`config.mk`:
```
export PLATFORM = sky130hd
export DESIGN_NAME = snake_score_keeper
export DESIGN_NICKNAME = d
export VERILOG_FILES = /design/src/rtl/snake_score_keeper.sv
export SDC_FILE = /design/constraint.sdc
export NUM_CORES = 1
export LEC_CHECK = 0
export BUFFER_PORTS_ARGS = -buffer_cell sky130_fd_sc_hd__buf_2
export CAP_MARGIN = 25
export CORE_MARGIN = 3
export CORE_UTILIZATION = 55
export CTS_CLUSTER_DIAMETER = 120
export DETAILED_ROUTE_END_ITERATION = 10
export PLACE_DENSITY = 0.77
export REMOVE_ABC_BUFFERS = 1
export SLEW_MARGIN = 40
export SYNTH_ARGS = -nofsm -noshare
export SYNTH_HDL_FRONTEND = slang
export SYNTH_SLANG_ARGS = --single-unit
```
`constraint.sdc`:
```
create_clock -name clk -period 2.3 [get_ports clk]
set_clock_uncertainty 0.15 [all_clocks]
set_input_delay 0.46 -clock clk [delete_from_list [all_inputs] [get_ports clk]]
set_output_delay 0.46 -clock clk [all_outputs]
set_load 0.01 [all_outputs]
```
`src/rtl/snake_score_keeper.sv`:
```
`default_nettype none
// ============================================================================
//  Module      : snake_score_keeper
//  Description : Score register and game-state tracker for Scream-at-Snake.
//                Counts food events during play and saturates at MAX_SCORE.
//                Keeps the session high score and runs the
//                IDLE / PLAYING / GAME_OVER state machine. Requests a digit
//                blink (blank) while a new high score is shown.
//  Ports       : clk, resetn (async, active-low)
//                start, food_eaten, collision  - level inputs
//                score_output[7:0], high_score[7:0], new_high, blank,
//                state[1:0] (00 IDLE, 01 PLAYING, 10 GAME_OVER)
//                All outputs are registered.
//  Revision    : 1.0 - initial release
// ============================================================================
module snake_score_keeper #(
    parameter int MAX_SCORE    = 250,
    parameter int FLASH_CYCLES = 25_000_000
) (
    input  logic       clk,
    input  logic       resetn,
    input  logic       start,
    input  logic       food_eaten,
    input  logic       collision,
    output logic [7:0] score_output,
    output logic [7:0] high_score,
    output logic       new_high,
    output logic       blank,
    output logic [1:0] state
);

    localparam logic [1:0] c_ST_IDLE      = 2'b00;
    localparam logic [1:0] c_ST_PLAYING   = 2'b01;
    localparam logic [1:0] c_ST_GAME_OVER = 2'b10;

    localparam int                 c_CNT_W     = (FLASH_CYCLES > 2) ? $clog2(FLASH_CYCLES) : 1;
    localparam logic [c_CNT_W-1:0] c_CNT_LAST  = c_CNT_W'(FLASH_CYCLES - 1);
    localparam logic [7:0]         c_MAX_SCORE = 8'(MAX_SCORE);

    logic [1:0]         r_state;
    logic [7:0]         r_score;
    logic [7:0]         r_high;
    logic               r_new_high;
    logic               r_blank;
    logic [c_CNT_W-1:0] r_cnt;
    logic               r_start_prev;
    logic               r_food_prev;

    logic               w_start_rise;
    logic               w_food_rise;
    logic [1:0]         w_state_nxt;
    logic [7:0]         w_score_nxt;
    logic [7:0]         w_high_nxt;
    logic               w_new_high_nxt;
    logic               w_blank_nxt;
    logic [c_CNT_W-1:0] w_cnt_nxt;

    // The edge-detect history flops reset to 1, so a level already high when
    // reset is released does not count as an event.
    assign w_start_rise = start      & ~r_start_prev;
    assign w_food_rise  = food_eaten & ~r_food_prev;

    always_comb begin
        w_state_nxt    = r_state;
        w_score_nxt    = r_score;
        w_high_nxt     = r_high;
        w_new_high_nxt = r_new_high;
        // Blank and the flash counter are held at zero unless flashing.
        w_blank_nxt    = 1'b0;
        w_cnt_nxt      = '0;

        case (r_state)
            c_ST_IDLE: begin
                w_score_nxt = 8'd0;
                if (w_start_rise) begin
                    w_state_nxt = c_ST_PLAYING;
                end
            end

            c_ST_PLAYING: begin
                // Collision wins over a simultaneous food edge.
                if (collision) begin
                    w_state_nxt = c_ST_GAME_OVER;
                    if (r_score > r_high) begin
                        w_high_nxt     = r_score;
                        w_new_high_nxt = 1'b1;
                    end else begin
                        w_new_high_nxt = 1'b0;
                    end
                end else if (w_food_rise && (r_score < c_MAX_SCORE)) begin
                    w_score_nxt = r_score + 8'd1;
                end
            end

            c_ST_GAME_OVER: begin
                if (w_start_rise) begin
                    w_state_nxt    = c_ST_PLAYING;
                    w_score_nxt    = 8'd0;
                    w_new_high_nxt = 1'b0;
                end else if (r_new_high) begin
                    if (r_cnt == c_CNT_LAST) begin
                        w_cnt_nxt   = '0;
                        w_blank_nxt = ~r_blank;
                    end else begin
                        w_cnt_nxt   = r_cnt + 1'b1;
                        w_blank_nxt = r_blank;
                    end
                end
            end

            default: begin
                // Unreachable encoding: recover to a clean idle.
                w_state_nxt    = c_ST_IDLE;
                w_score_nxt    = 8'd0;
                w_new_high_nxt = 1'b0;
            end
        endcase
    end

    always_ff @(posedge clk or negedge resetn) begin
        if (!resetn) begin
            r_state      <= c_ST_IDLE;
            r_score      <= 8'd0;
            r_high       <= 8'd0;
            r_new_high   <= 1'b0;
            r_blank      <= 1'b0;
            r_cnt        <= '0;
            r_start_prev <= 1'b1;
            r_food_prev  <= 1'b1;
        end else begin
            r_state      <= w_state_nxt;
            r_score      <= w_score_nxt;
            r_high       <= w_high_nxt;
            r_new_high   <= w_new_high_nxt;
            r_blank      <= w_blank_nxt;
            r_cnt        <= w_cnt_nxt;
            r_start_prev <= start;
            r_food_prev  <= food_eaten;
        end
    end

    assign score_output = r_score;
    assign high_score   = r_high;
    assign new_high     = r_new_high;
    assign blank        = r_blank;
    assign state        = r_state;

endmodule
`default_nettype wire

```
* After elaboration in Yosys (flattened, before gate mapping)
Index checks and enable logic that the tools add are counted.
** Operators by class
- $add $sub $neg :: 2
- Magnitude comparators :: 2
- Equal/unequal tests :: 9
- Multiplexer cells :: 19
- Bitwise gates (word level) :: 6
- Reduce and logical (&&, ||, !) cells :: 7
** Operators with widths (count)
- $mux W25 :: 4
- $add A25 B1 Y25 const B :: 1
- $eq A25 B25 Y1 const B :: 1
- $mux W8 :: 3
- $pmux W8 S2 :: 1
- $reduce_and A3 Y1 :: 3
- $add A8 B1 Y8 const B :: 1
- $gt A8 B8 Y1 :: 1
- $lt A8 B8 Y1 const B :: 1
- $ne A2 B2 Y1 const B :: 4
- $mux W1 :: 7
- $mux W2 :: 2
- $ne A4 B4 Y1 const B :: 1
- $not A1 Y1 :: 4
- $pmux W2 S2 :: 1
- $pmux W1 S3 :: 1
- $and A1 B1 Y1 :: 2
- $eq A2 B1 Y1 const B :: 1
- $eq A2 B2 Y1 const B :: 1
- $logic_not A2 Y1 :: 1
- $ne A2 B1 Y1 const B :: 1
- $reduce_and A2 Y1 :: 1
- $reduce_or A2 Y1 :: 1
- $logic_and A1 B1 Y1 :: 1
** Storage, ports and cells
- Bits in registers :: 47
- Input bits :: 5
- Word-level logic and storage cells :: 53

* Depth between registers and ports, before layout
- Depth in word-level cells :: 6
- Mapped depth :: 8
- Mapped depth without buffers :: 7

* Least setup slack after synthesis
Ideal clock, no wire load.
- Kind :: register -> register
- From :: register r_score[1] (netlist: score_output[1])
- To :: register r_high[0] (netlist: high_score[0])
- Arrival time :: 1865 ps
- Required time :: 2025 ps
- Slack :: 160 ps
- Stages on the path, launching flop included :: 7
- Path buffers :: 0
- Clock period less this slack :: 2140 ps
- Path through :: dfrtp_1 ha_1 nor2b_1 o211ai_1 a21oi_1 o31ai_4 mux2_2
** On the way
- Word-level cells in the longest chain between the ends :: 2
** RTL lines
- start: declaration :: RTL line 41 : logic [7:0] r_score;
- start signal: assignment :: RTL line 132 : r_score <= w_score_nxt;
- $gt A8 B8 Y1 :: RTL line 84 : if (r_score > r_high) begin
- $reduce_and A3 Y1 (no source line)
- end signal: assignment :: RTL line 133 : r_high <= w_high_nxt;
- end: declaration :: RTL line 42 : logic [7:0] r_high;
Every way passes these cells.
A chain may end at the register's enable or synchronous reset.

* Worst setup path in the final report
- From :: register r_score[1] (netlist: score_output[1])
- To :: register r_high[2] (netlist: high_score[2])
Same word-level chain as after synthesis.

==> impl_results.md <==
* GRT overflow at 0
* Setup-failing EPs final at 0
* P&R area growth vs syn at 16.0%
* Fin area at 0.00276 mm²
* Synth top area share at 0.473
* Clock transition at the registers of the reported paths at 90 ps
* FP Rows at 23
* Max Slew Vio Count at 0
* Status: finished clean
* Peak supply drop at 0.554 mV
* I/O pin count at 25
* Largest net degree at the start of global routing at 27
* Sink Count at 47
* Post_cts resized at 0
* Worst min-delay path category: input port to register
* Layout cells sized above 1 at 0.213
* Asr flop ratio synth at 1.00
* Average vias per placed instance at 5.39
* CTS Root Cell: clkbuf_8
* Dpl ws at 132 ps
* DR vias at 1737
* Cells after Synth at 231
* CP max stage delay at 400 ps
* Syn Std Cell Area at 0.00238 mm²
* Fin. Hold Viols at 0
* Die area at 0.00516 mm²
* Inserted Clock Buffers at 5
* Final Cycle Share at 0.944
* Crit-path leading delay family: compound AO/OA/AOI/OAI gates
* Pleak at 0.00126 µW
* Crit path time final at 2170 ps
* Number of cells on the critical path at 6
* RSZ-0062 raised after global routing: no
* Max Clk Rate at 0.461 GHz
* I/O Buffers at 24
* CP max FO at 8
* Antenna Nets Post-Route at 0
* Yosys warns at 0
* Max Buffers Root-to-Sink at 2
* Layout Nets at 286
* H-tree level count at 2
* Cells along the critical path: ha_1 > nor2b_1 > o211ai_1 > a21oi_1 > o31ai_4 > mux2_2
* Total global-route track usage at 0.201
* CP Class: register to register
* Worst hold slack at 102 ps
* WL final at 4.51 mm
* Die H at 71.8 µm
* Hold depth at 1
* Crit path required time at 2340 ps
* Yosys top cell by area: dfrtp_1
* Detailed placer's ending HPWL at 3.32 mm
* DRC at 0
* Gpl congestion at 0.878
* Antenna violations before repair at 0
* DR WL/cell at 14.0 µm
* Final worst setup slack at 129 ps
* DRT Pass-1 Iters at 4
* CP max-delay cell: o31ai_4
* Synth cell count leaders: dfrtp_1 (45), nor2_1 (43), xor2_1 (18), nand2_1 (13), nand3_1 (13)
* Crit path DAT at 2210 ps
* Mean Syn Cell Area at 10.3 µm²
* Post-synthesis sequential area ratio at 0.495
* Post-DP Area at 0.00264 mm²
* Global-route wire length before repair at 7.96 mm
* Worst-Margin Slew at 519 ps
* Crit path capture type: register
* Antenna cells at 0
* Die W at 71.8 µm
* Register-to-Register Path Depth at 6
* Main flop type after synthesis: dfrtp_1
* Post-CTS setup buffers at 0
* Total chip power at 1780 µW
* Number of global-route vias before repair at 1774
* Setup TNS at 0 ps
* Number of synthesized flops with an enable pin at 0
* Synthesis-stage register bit count at 47
* Clk Latency, worst-skew pair at 310 ps
* Starting DRT DRC Count at 85
* Initial Util at 0.583
* Core Area at 0.00409 mm²
* Count leader, synth: dfrtp_1
* Number of library cell types mapped by synthesis at 36
* Relative slew slack at 0.654
* TritonCTS clock tree: built
* Top cells by area, synth: dfrtp_1 (47%), nor2_1 (6.8%), xor2_1 (6.6%)
* Power per cell area at 645 mW/mm²
* CP bufs+invs at 0
* Max-cap viol count at 0
* Nature of the critical path startpoint: register
[stage by stage]
stage	cells	utilization
2_1_floorplan	227	-
3_3_place_gp	313	0.645
3_5_place_dp	313	0.645
4_1_cts	322	0.676
5_1_grt	322	0.676
6_report	322	0.676
[cell usage in the layout (no fill, tap or decap), types with 2 or more instances in the layout]
cell type / n
a211oi_1: 2
clkbuf_8: 6
buf_12: 2
o21ai_1: 2
and3_1: 2
a21oi_1: 5
xnor2_1: 11
nor4_1: 2
nor2b_1: 3
ha_1: 10
o21ai_0: 4
nand4_1: 11
nand2_1: 13
nor3_1: 5
buf_2: 24
dfrtp_1: 45
inv_1: 12
mux2_2: 8
and4_1: 3
buf_4: 10
nor2_1: 43
nand3_1: 13
dfstp_2: 2
xor2_1: 18
[final timing paths]
kind / startpoint / to / slack, ps
setup / recovery: score_output[1] / high_score[2] / 130
hold / removal: start / r_start_prev / 100
hold reg to reg: r_cnt[0] / r_cnt[0] / 340
max in group asynchronous: resetn / r_food_prev / 900
setup reg to reg: score_output[1] / high_score[2] / 130
min in group asynchronous: resetn / score_output[3] / 520
[layout make-up]
class / count / area (µm²)
tap: 50 / 62.6
clock inverter: 2 / 35.0
sequential: 47 / 1180
clock buffer: 6 / 82.6
inverter: 12 / 45.0
fill: 331 / 1320
multi-input combinational: 168 / 1110
timing repair buffer: 37 / 245
[power by group]
group | total (µW) | internal, µW | switching [µW]
Clock | 620 | 352 | 269
Combinational | 273 | 113 | 159
Sequential | 890 | 860 | 30.1
[flip-flops by register name, indices dropped and copies added (netlist names)]
name	cells
r_cnt	25
r_food_prev	1
state	2
r_start_prev	1
high_score	8
score_output	8
blank	1
new_high	1
[routing by layer]
layer | vias to the layer above | part of all wire | GRT usage | wire, µm
li1 | 870 | - | - | -
met1 | 835 | 0.43 | 0.241 | 1950
met2 | 27 | 0.52 | 0.346 | 2330
met3 | 5 | 0.033 | 0.0519 | 149
met4 | 0 | 0.016 | 0.0793 | 73
met5 | - | 0 | 0 | 0
[repair_timing]
action	CTS	global route
endpoints found under the hold margin	20	0
setup endpoints to repair	0	0
hold buffers	1	0
[logic make-up after synthesis]
group           after synthesis  share of synthesized area
buf+inv                      16                     0.0378
fa+ha+maj                    10                     0.0525
mux                           9                     0.0420
xor+xnor                     29                      0.107
compound gates               16                     0.0452
simple gates                104                      0.221
flops                        47                      0.495
Note: power is estimated with default switching activity, not from simulation.
